<file path="src/rtl/uart_pkg.sv">
// ---------------------------------------------------------------------------
// uart_pkg
// Definitions shared by the UART controller blocks.
//   UART_DATA_W : width of one UART byte lane
//   arbState_t  : arbiter sequencing states
//                 IDLE (ready to accept a byte)
//                 SEND (load strobe to the transmitter)
//                 WAIT (transmitter frame in flight)
// ---------------------------------------------------------------------------
package uart_pkg;

    localparam int UART_DATA_W = 8;

    typedef enum logic [1:0] {
        IDLE = 2'd0,
        SEND = 2'd1,
        WAIT = 2'd2
    } arbState_t;

endpackage

</file>
<file path="src/rtl/uart_rr_pick.sv">
// ---------------------------------------------------------------------------
// uart_rr_pick
// Purely combinational round-robin search. The search starts at ptr+1,
// wraps modulo N and returns the first set request.
//   req   [N]  : request vector
//   ptr   [PW] : index of the most recent winner (lowest priority)
//   pick  [N]  : one-hot winner, zero when nothing requests
//   found [1]  : at least one request is set
// ---------------------------------------------------------------------------
module uart_rr_pick #(
    parameter int N = 4,
    localparam int PW = (N > 1) ? $clog2(N) : 1
) (
    input  logic [N-1:0]  req,
    input  logic [PW-1:0] ptr,
    output logic [N-1:0]  pick,
    output logic          found
);

    logic [PW-1:0] w_idx;

    // First set request after ptr, in wrap-around order
    always_comb begin
        pick  = '0;
        found = 1'b0;
        w_idx = '0;
        for (int k = 1; k <= N; k++) begin
            w_idx = PW'((int'(ptr) + k) % N);
            if (!found && req[w_idx]) begin
                pick[w_idx] = 1'b1;
                found       = 1'b1;
            end else begin
                found = found;
            end
        end
    end

endmodule

</file>
<file path="src/rtl/uart_tx_arbiter.sv">
// ---------------------------------------------------------------------------
// uart_tx_arbiter
// Shares one UART transmitter between N byte-stream requesters with
// round-robin arbitration at packet granularity. A winner keeps the
// transmitter until it sends a byte flagged last, or until it stays idle
// for LOCK_TIMEOUT cycles (0 = never time out).
//   clk, nReset        : clock, asynchronous active-low reset
//   reqValid/reqLast[N]: per-requester byte pending / end of packet
//   reqData [N*8]      : per-requester byte, lane i at [8i+7:8i]
//   reqReady[N]        : one-hot acceptance strobe (combinational)
//   txData/txValid     : byte and one-cycle load strobe to the transmitter
//   txBusy             : transmitter frame in progress
//   grant [N]          : one-hot current owner, zero when unowned
//   locked             : an owner holds the transmitter between bytes
// ---------------------------------------------------------------------------
module uart_tx_arbiter
    import uart_pkg::*;
#(
    parameter int N            = 4,
    parameter int LOCK_TIMEOUT = 64
) (
    input  logic                       clk,
    input  logic                       nReset,
    input  logic [N-1:0]               reqValid,
    input  logic [N*UART_DATA_W-1:0]   reqData,
    input  logic [N-1:0]               reqLast,
    output logic [N-1:0]               reqReady,
    output logic [UART_DATA_W-1:0]     txData,
    output logic                       txValid,
    input  logic                       txBusy,
    output logic [N-1:0]               grant,
    output logic                       locked
);

    localparam int PW = (N > 1) ? $clog2(N) : 1;
    localparam int TW = (LOCK_TIMEOUT > 0) ? $clog2(LOCK_TIMEOUT + 1) : 1;
    localparam logic [TW-1:0] TMAX = TW'((LOCK_TIMEOUT > 0) ? (LOCK_TIMEOUT - 1) : 0);

    arbState_t               r_state;
    logic [PW-1:0]           r_ptr;
    logic [UART_DATA_W-1:0]  r_hold;
    logic                    r_hold_last;
    logic [TW-1:0]           r_timer;
    logic [N-1:0]            r_grant;
    logic                    r_locked;
    logic                    r_tx_valid;

    logic [N-1:0]            w_rr_pick;
    logic                    w_rr_found;
    logic [N-1:0]            w_cand;
    logic                    w_found;
    logic                    w_owner_valid;
    logic                    w_accept;
    logic [PW-1:0]           w_idx;
    logic [UART_DATA_W-1:0]  w_byte;
    logic                    w_count;
    logic                    w_release;

    uart_rr_pick #(.N(N)) u_pick (
        .req   (reqValid),
        .ptr   (r_ptr),
        .pick  (w_rr_pick),
        .found (w_rr_found)
    );

    assign w_owner_valid = |(r_grant & reqValid);

    // While locked only the owner may be served; otherwise the round-robin pick
    always_comb begin
        if (r_locked) begin
            w_cand  = r_grant & reqValid;
            w_found = w_owner_valid;
        end else begin
            w_cand  = w_rr_pick;
            w_found = w_rr_found;
        end
    end

    assign w_accept = (r_state == IDLE) && w_found && !txBusy;
    assign reqReady = w_accept ? w_cand : '0;

    // Binary index of the one-hot candidate (OR-reduction, no priority chain)
    always_comb begin
        w_idx = '0;
        for (int i = 0; i < N; i++) begin
            w_idx = w_idx | (w_cand[i] ? PW'(i) : PW'(0));
        end
    end

    assign w_byte    = reqData[int'(w_idx) * UART_DATA_W +: UART_DATA_W];
    // The idle timer only advances while the owner has nothing to offer
    assign w_count   = (LOCK_TIMEOUT != 0) && (r_state == IDLE) && r_locked && !w_owner_valid;
    assign w_release = (r_state == WAIT) && !txBusy && r_hold_last;

    // Sequencer: accept -> one SEND cycle -> WAIT until the frame drains
    always_ff @(posedge clk or negedge nReset) begin
        if (!nReset) begin
            r_state     <= IDLE;
            r_ptr       <= PW'(N - 1);
            r_hold      <= '0;
            r_hold_last <= 1'b0;
            r_tx_valid  <= 1'b0;
        end else begin
            r_tx_valid <= w_accept;
            case (r_state)
                IDLE: begin
                    if (w_accept) begin
                        r_hold      <= w_byte;
                        r_hold_last <= reqLast[w_idx];
                        r_ptr       <= w_idx;
                        r_state     <= SEND;
                    end else begin
                        r_state <= IDLE;
                    end
                end
                SEND: r_state <= WAIT;
                WAIT: begin
                    if (!txBusy) begin
                        r_state <= IDLE;
                    end else begin
                        r_state <= WAIT;
                    end
                end
                default: r_state <= IDLE;
            endcase
        end
    end

    // Ownership: taken on accept, dropped after a last byte or an idle timeout.
    // ptr keeps the timed-out owner so it has lowest priority next round.
    always_ff @(posedge clk or negedge nReset) begin
        if (!nReset) begin
            r_grant  <= '0;
            r_locked <= 1'b0;
            r_timer  <= '0;
        end else if (w_accept) begin
            r_grant  <= w_cand;
            r_locked <= 1'b1;
            r_timer  <= '0;
        end else if (w_release) begin
            r_grant  <= '0;
            r_locked <= 1'b0;
        end else if (w_count) begin
            if (r_timer == TMAX) begin
                r_grant  <= '0;
                r_locked <= 1'b0;
                r_timer  <= '0;
            end else begin
                r_timer <= r_timer + TW'(1);
            end
        end else begin
            r_timer <= r_timer;
        end
    end

    assign txData  = r_hold;
    assign txValid = r_tx_valid;
    assign grant   = r_grant;
    assign locked  = r_locked;

endmodule

</file>
<file path="config.mk">
export PLATFORM = sky130hd
export DESIGN_NAME = uart_tx_arbiter
export DESIGN_NICKNAME = d
export VERILOG_FILES = /design/src/rtl/uart_pkg.sv /design/src/rtl/uart_rr_pick.sv /design/src/rtl/uart_tx_arbiter.sv
export SDC_FILE = /design/constraint.sdc
export NUM_CORES = 1
export LEC_CHECK = 0
export ABC_AREA = 1
export CELL_PAD_IN_SITES_DETAIL_PLACEMENT = 1
export CELL_PAD_IN_SITES_GLOBAL_PLACEMENT = 2
export CORE_MARGIN = 2
export CORE_UTILIZATION = 25
export CTS_CLUSTER_DIAMETER = 40
export DETAILED_ROUTE_END_ITERATION = 7
export GPL_ROUTABILITY_DRIVEN = 0
export PLACE_DENSITY_LB_ADDON = 0.1
export SYNTH_ARGS = -nofsm -noshare
export SYNTH_HDL_FRONTEND = slang
export SYNTH_SLANG_ARGS = --single-unit
</file>
<file path="constraint.sdc">
create_clock -name clk -period 2.8 [get_ports clk]
set_input_delay 0.28 -clock clk [delete_from_list [all_inputs] [get_ports clk]]
set_output_delay 0.28 -clock clk [all_outputs]
set_load 0.03 [all_outputs]
</file>
======== After elaboration in Yosys (flattened, before gate mapping) ========
Cells that the tools add are included.
word-level totals
  bits of input ports ..................... 43
  flip-flop bits (word level) ............. 26
  word-level logic and storage cells ...... 106
operators by class
  shift-type cells ........................ 1
  eq/ne operators ......................... 4
  order comparisons ....................... 9
  mux-type cells .......................... 47
  reduce and logical (&&, ||, !) cells .... 26
  add/subtract/negate cells ............... 5
  bitwise gates (word level) .............. 6
operators with widths
  operator                                             count
  2-to-1 mux 4 bit                                     10
  indexed part select 32 x 6 -> 8 bit                  1
  2-to-1 mux 7 bit                                     4
  2-to-1 mux 1 bit                                     20
  < comparator 2 x 3 -> 1 bit, second input constant   5
  logical AND 1 bit                                    13
  OR 4 bit                                             3
  binary-select mux 1 bit (select 2 bit)               5
  demux 1 bit (select 2 bit)                           4
  >= comparator 2 x 1 -> 1 bit, second input constant  4
  adder 7 x 1 -> 7 bit, second input constant          1
  == test 7 x 6 -> 1 bit, second input constant        1
  2-to-1 mux 2 bit                                     3
  one-hot mux 2 bit (3 select lines)                   1
  AND reduction 2 bit                                  3
  nonzero test 3 bit                                   2
  zero test 1 bit                                      5
  adder 2 x 1 -> 2 bit, second input constant          2
  adder 2 bit, second input constant                   2
  AND 4 bit                                            1
  OR reduction 4 bit                                   1
  == test 2 x 1 -> 1 bit, second input constant        1
  == test 2 bit, second input constant                 1
  zero test 2 bit                                      1
  4 further kinds                                      4

======== Depth between registers and ports, before layout ========
Gate-level depths: netlist (run 1).
  depth in word-level cells ............... 19
  mapped depth ............................ 18

======== Hierarchy ========
From an unflattened synthesis (run 1), not the netlist that was laid out.
unflattened totals
  cell total of the unflattened synthesis .. 334
  area total of the unflattened synthesis .. 2,227.1 um^2
by module, submodules not included
  module           sequential area each (um^2)  cells an instance  area each (um^2)  instances
  uart_tx_arbiter  653.1                        254                1,775.5           1
  uart_rr_pick     0.0                          80                 451.7             1

======== Least setup slack after synthesis (run 1) ========
Ideal clock, no wire load.
  kind .................................... reg-to-output
  start point ............................. register r_ptr[0]
  end point ............................... output port reqReady[1]
  path slack .............................. 0.202 ns
  stages on the path, launching flop included .. 13
  data arrival time ....................... 2.318 ns
  buffers on the path ..................... 1
  data required time ...................... 2.520 ns
  cell sequence ........................... dfstp_2 -> inv_2 -> ha_1 -> inv_1 -> nand3_1 -> nand2_2 -> nand3_4 -> nor2_1 -> nor2_2 -> nand2_4 -> nand2_4 -> buf_2 -> nor2_2
between the ends
  cells in the longest elaborated chain, start to end .. 17
  elaborated cells on any way between the ends .. 54
  those cells by class .................... add/sub (4); order compare (8); mux (27); bitwise (3); reduce/logical (12)
ends and longest elaborated chain
  element                                                                               RTL line                text
  start, declared                                                                       uart_tx_arbiter.sv:40   logic [PW-1:0] r_ptr;
  start signal, assigned                                                                uart_tx_arbiter.sv:99   r_ptr <= PW'(N - 1);
  start signal, assigned                                                                uart_tx_arbiter.sv:110  r_ptr <= w_idx;
  parallel branches: the longest is 16 deep, another holds < comparator 2 x 3 -> 1 bit  --
  2-to-1 mux 4 bit *                                                                    uart_tx_arbiter.sv:80   assign reqReady = w_accept ? w_cand : '0;
  end, declared                                                                         uart_tx_arbiter.sv:27   output logic [N-1:0] reqReady,
Mark *: on every way between the ends. The select of a mux whose other input is x is not followed.

======== Final worst setup path (run 1) ========
  start point ............................. register r_ptr[0]
  end point ............................... output port reqReady[3]
Same word-level chain as after synthesis.

==> results.py, run 1 <==
metrics = {
    "critical_path": {
        "cpMostUsedCell": "nand2_4",
        "ff2ff_path_depth": 16,
        "critPathArrivalTime_ns": 2.37,
        "cp.required_ns": 2.52,
        "rr_endpoint": "txData[4]",
        "r2r_setup_slack_ns": 0.34,
        "start_kind": "flop",
        "crit_slowest_cell": "dfstp_2",
        "critPathKind": "reg -> out",
        "worstSetupEndpointType": "primary output",
        "cp_top_family": "simple AND/OR/NAND/NOR gates",
        "cp_max_fo": 11,
        "rr_startpoint": "r_ptr[0]",
        "crit_start": "r_ptr[0]",
        "slowest_delay_ns": 0.57,
        "path_cells": "inv_4, ha_4, inv_1, nand3_4, nand2_8, nand2_4, nor2_8, nand3_1, nand2_1, nand2_4, nor2_2, buf_4",
        "critPathBufInv": 3,
    },
    "final_layout": {
        "area_delta_synth_final_pct": 42.7,
        "fillers": 1055,
        "multi_input_area_um2": 1290,
        "n_antenna_cell": 0,
        "drive_gt1_share_pct": 14.1,
        "fin_util_pct": 37.0,
        "finalNetCount": 450,
        "ff_latch_area_um2": 653,
    },
    "synthesis": {
        "synth_edf_count": 0,
        "synth-simple-area-share_pct": 44.4,
        "synth_area_um2": 2150,
        "ys_ff_latch": 26,
        "syn_avg_cell_area_um2": 6.67,
        "synth_top_flop_cell": "dfrtp_1",
        "synth_top_area_share_pct": 27.9,
        "synth_area_leader_cell": "dfrtp_1",
        "muxShareOfSynthArea_pct": 0,
        "synth_most_common_cell": "nand2_1",
        "synthDistinctLibCells": 31,
        "synth-compound-area-share_pct": 7.43,
        "synth.area.top_cells": "dfrtp_1 28%, nand2_1 19%, nand3_1 9.5%, inv_1 9.4%, ha_1 5.2%",
        "yosys_warnings": 0,
        "synth-adder-area-share_pct": 5.23,
        "synthesis.instances": 323,
        "seq_area_frac_synth_pct": 30.3,
        "synth_nets": 375,
        "synth_xor_xnor_area_share_pct": 0.407,
        "ys_async_sr_fraction_pct": 100,
        "synth_top_family_by_area": "simple AND/OR/NAND/NOR gates",
        "synth_common_cells": "110 x nand2_1, 54 x inv_1, 41 x nand3_1, 24 x dfrtp_1, 22 x nor2_1",
    },
    "timing": {
        "maxSlewHeadroom_pct": 75.7,
        "skew_ns": 0.00971,
        "tns_ns": 0,
        "rsz0062_at_grt": "false",
        "fin_crit_ns": 2.65,
        "final.period_utilization_pct": 94.7,
        "hold_viol": 0,
        "fmax_mhz": 377,
        "timing.hold.ws_ns": 0.366,
        "worst_pin_slew_ns": 0.362,
        "setup_slack_ns": 0.150,
        "maxSlewViolCount": 0,
        "finalSetupViolCount": 0,
    },
    "placement": {
        "port-buffer-count": 60,
        "dp_slack_ns": 0.0998,
        "post-dp-hpwl_um": 5340,
    },
    "grt": {
        "grt_pass1_wl_um": 11400,
        "grtUsageTotal_pct": 14.7,
        "grt_overflow": 0,
        "antenna_found_initial": 0,
        "grt_max_degree": 27,
        "first_global_vias": 2317,
    },
    "floorplan": {
        "rows": 33,
        "die_h_um": 96.8,
        "dieWidth_um": 96.8,
        "start_util_pct": 26.0,
        "dieArea_um2": 9380,
        "io_pins": 61,
        "core-area_um2": 8300,
    },
    "clock_tree": {
        "clk_path_buf_depth": 2,
        "root_buffer": "clkbuf_8",
        "cts_tree": "built",
        "ctsHtreeMaxLevel": 1,
        "cts_sinks": 26,
        "cts_buffers": 3,
        "path_clk_slew_ns": 0.10,
        "clkLatencyLatePin_ns": 0.28,
        "cts_hold_buffers": 0,
    },
    "power": {
        "ir_drop_mv": 0.350,
        "p_per_area_nw_per_um2": 1230,
        "cellLeakagePower_nw": 1.60,
        "finalPower_mw": 3.78,
    },
    "route": {
        "ant_nets": 0,
        "first_pass_iters": 4,
        "dr.first_iter.drc_count": 37,
        "wl_um": 6820,
        "avgRoutedWirePerCell_um": 13.6,
        "via_count": 2232,
        "drc": 0,
        "viasPerCell": 4.45,
    },
    "hold_path": {
        "hold_class": "in -> async",
    },
    "run_status": {
        "status": "finished clean",
    },
    "job": {
        "cap_violations": 0,
    },
}
[placed cells by master, fill, tap and decap left out, types with 2 or more instances in the layout]
master           count
o21ai_2              2
nand2_2              5
clkbuf_8             3
o211ai_1             2
nand2_8              2
o21ai_1              2
nand3_1             41
nand3_4              4
o21ai_0              2
nand2_1            109
buf_4               20
nor2_1              21
nand4_1              2
clkinv_1             2
dfstp_2              2
dfrtp_1             24
a21oi_1             12
nor2_2               4
ha_1                 8
inv_1               54
clkdlybuf4s50_1     56
nand2_4              7
[final cells by class]
class                           count  area share [%]
Clock buffer                        3            1.34
Clock inverter                      1           0.977
Inverter                           57            7.04
Multi-Input combinational cell    234            42.0
Sequential cell                    26            21.2
Tap cell                          105            4.27
Timing Repair Buffer               76            23.1
[logic make-up (layout without fill, tap and decap cells)]
logic type | Yosys count | after routing
compound gates | 25 | 25
simple gates | 199 | 199
flops | 26 | 26
buf+inv | 63 | 137
xor+xnor | 1 | 1
fa+ha+maj | 9 | 9
[stage by stage]
stage | instance area (µm²) | std cells
finish | 3070 | 502
global route | 3070 | 502
CTS | 3020 | 497
detailed placement | 2860 | 486
global placement | 2860 | 486
floorplan | 2150 | 323
[worst max path at each step]
stage / end / slack [ns] / cells after the start
2_1_floorplan: reqReady[1] / 0.20 / 12
3_3_place_gp: txData[4] / 0.12 / 16
3_5_place_dp: txData[6] / 0.1 / 16
4_1_cts: reqReady[1] / 0.03 / 12
5_1_grt: reqReady[3] / 0.01 / 12
6_report: reqReady[3] / 0.15 / 12
[where the power goes]
part           internal (mW)  total [mW]  leakage [nW]  switching [mW]
sequential             0.540       0.675         0.328           0.134
combinational           1.02        2.79          1.24            1.77
clock                  0.191       0.318        0.0357           0.127
[timing repair]
action	in CTS	in global routing
buffers inserted	7	5
pin swaps	3	4
endpoints found under the setup margin	4	6
resized for setup	5	4
[sequential cells by signal (all words and copies together), names as in the netlist]
name / count
r_hold_last: 1
grant: 4
txValid: 1
r_timer: 7
r_state: 2
locked: 1
txData: 8
r_ptr: 2
[worst register-to-register path, delay by kind of cell (launching register included)]
family                     cells  cell delay [ns]
and+or+nand+nor               13             1.32
adders and majority gates      1             0.27
buffers and inverters          2             0.19
DFF                            1             0.57
[routing by layer]
metal  wire length, µm  global-route usage, %  vias up
met5                 0                      0        -
met4                41                   2.28        0
met3               251                   2.46        4
met2              3390                   25.7       47
met1              3130                   19.3     1027
li1                  -                      -     1154
No activity file was read; power rests on OpenSTA's default activity.
==> inputs of run 2 (changes only) <==
Settings changed: GPL_TIMING_DRIVEN set to 0.
==> results.py, run 2 (synthesis results as in run 1) <==
metrics = {
    "run_status": {
        "status": "finished clean",
    },
    "final_layout": {
        "largest_reg_flops": 8,
        "fillers": 1043,
        "fin_util_pct": 36.9,
        "n_antenna_cell": 0,
        "mostFrequentLayoutCells": "110 x nand2_1, 56 x clkdlybuf4s50_1, 52 x inv_1",
        "finalNetCount": 451,
        "area_delta_synth_final_pct": 42.0,
        "mostFrequentLayoutCell": "nand2_1",
        "drive_gt1_share_pct": 14.3,
    },
    "floorplan": {
        "dieArea_um2": 9380,
        "core-area_um2": 8300,
        "die_h_um": 96.8,
        "dieWidth_um": 96.8,
        "io_pins": 61,
        "start_util_pct": 26.0,
        "rows": 33,
    },
    "critical_path": {
        "rr_startpoint": "r_ptr[1]",
        "ff2ff_path_depth": 18,
        "worstSetupEndpointType": "primary output",
        "path_depth": 13,
        "start_kind": "flop",
        "rr_endpoint": "txData[0]",
        "slowest_delay_ns": 0.57,
        "cp.required_ns": 2.52,
        "critPathKind": "reg -> out",
        "critPathBufInv": 5,
        "r2r_setup_slack_ns": 0.21,
        "crit_slowest_cell": "dfstp_2",
        "critPathArrivalTime_ns": 2.39,
        "cp_top_family": "simple AND/OR/NAND/NOR gates",
        "cpMostUsedCell": "nand2_4",
        "cp_max_fo": 5,
        "path_cells": "clkinvlp_4, ha_4, inv_1, nand3_4, nand2_4, nand2_4, nor2_8, nand3_2, nand2_4, clkinvlp_4, nand3_2, inv_1, buf_2",
    },
    "hold_path": {
        "min-delay-start": "txData[2]",
        "hold_end": "txData[2]",
        "hold_class": "reg -> reg",
        "whs_path_depth": 2,
    },
    "power": {
        "ir_drop_mv": 0.395,
        "p_per_area_nw_per_um2": 1230,
        "cellLeakagePower_nw": 1.58,
    },
    "route": {
        "via_count": 2245,
        "wl_um": 6550,
        "ant_nets": 0,
        "dr.first_iter.drc_count": 37,
        "viasPerCell": 4.46,
        "avgRoutedWirePerCell_um": 13.0,
        "drc": 0,
        "first_pass_iters": 4,
    },
    "timing": {
        "fmax_mhz": 375,
        "skew_ns": 0.00637,
        "fin_crit_ns": 2.67,
        "maxSlewViolCount": 0,
        "tns_ns": 0,
        "final.period_utilization_pct": 95.3,
        "setup_slack_ns": 0.132,
        "finalSetupViolCount": 0,
        "worst_pin_slew_ns": 1.21,
        "maxSlewHeadroom_pct": 19.0,
        "hold_viol": 0,
    },
    "clock_tree": {
        "cts_hold_buffers": 0,
        "cts_sinks": 26,
        "cts_tree": "built",
        "cts_buffers": 3,
        "path_clk_slew_ns": 0.09,
        "ctsHtreeMaxLevel": 1,
        "root_buffer": "clkbuf_8",
        "clk_path_buf_depth": 2,
        "clkLatencyLatePin_ns": 0.27,
    },
    "grt": {
        "grtUsageTotal_pct": 13.9,
        "first_global_vias": 2252,
        "grt_max_degree": 27,
        "grt_overflow": 0,
        "antenna_found_initial": 0,
        "grt_pass1_wl_um": 10900,
    },
    "job": {
        "cap_violations": 0,
    },
    "placement": {
        "post-dp-hpwl_um": 5160,
        "port-buffer-count": 60,
        "dp_slack_ns": -0.669,
    },
}
==> run 2: final cells by class <==
class	count	area (µm²)	share of cell area, %
multi-input combinational	234	1280	41.8
timing repair buffer	73	689	22.5
sequential	26	653	21.3
inverter	57	224	7.32
tap	105	131	4.29
clock buffer	4	45.0	1.47
buffer	4	38.8	1.27
==> run 2: routing by layer <==
layer	track usage, %	vias to the layer above	wire (µm)	part of all wire (%)
li1	-	1152	-	-
met2	25.1	41	3280	50
met3	2.89	2	227	3.5
met4	0.975	0	12	0.18
met5	0	-	0	0
met1	17.9	1050	3030	46
==> run 2: timing repair <==
item / 4_1_cts / 5_1_grt
setup endpoints to repair: 18 / 7
pin swaps: 4 / 4
gates resized for setup: 28 / 8
setup buffers: 7 / 6
==> run 2: metrics by stage <==
step                      power, mW  cell area [µm²]  instances  hold slack [ns]
after floorplan                2.56             2150        323          -0.0156
after global placement         3.36             2890        488            0.468
after detailed placement       3.37             2890        488            0.465
after CTS                      3.76             3000        497            0.499
after global routing           4.13             3060        503            0.520
final                          3.75             3060        503            0.491
==> run 2: worst max-delay path by stage <==
| stage | startpoint | end | slack, ns |
|---|---|---|---|
| finish | r_ptr[1] | reqReady[0] | 0.13 |
| global route | r_ptr[1] | reqReady[0] | -0.006 |
| CTS | r_ptr[0] | reqReady[1] | 0.02 |
| detailed placement | r_ptr[0] | reqReady[1] | -0.67 |
| global placement | r_ptr[0] | reqReady[1] | -0.66 |
| floorplan | r_ptr[0] | reqReady[1] | 0.20 |
==> run 2: report_power, final <==
part / switching [mW] / internal, mW
combinational: 1.78 / 1.09
clock: 0.115 / 0.102
sequential: 0.130 / 0.541
total: 2.02 / 1.73
==> run 2: worst min-delay path, cell delays in order (launching register included) <==
cell	delay, ns
dfrtp_1	0.35
nand2_1	0.05
nand2_1	0.06
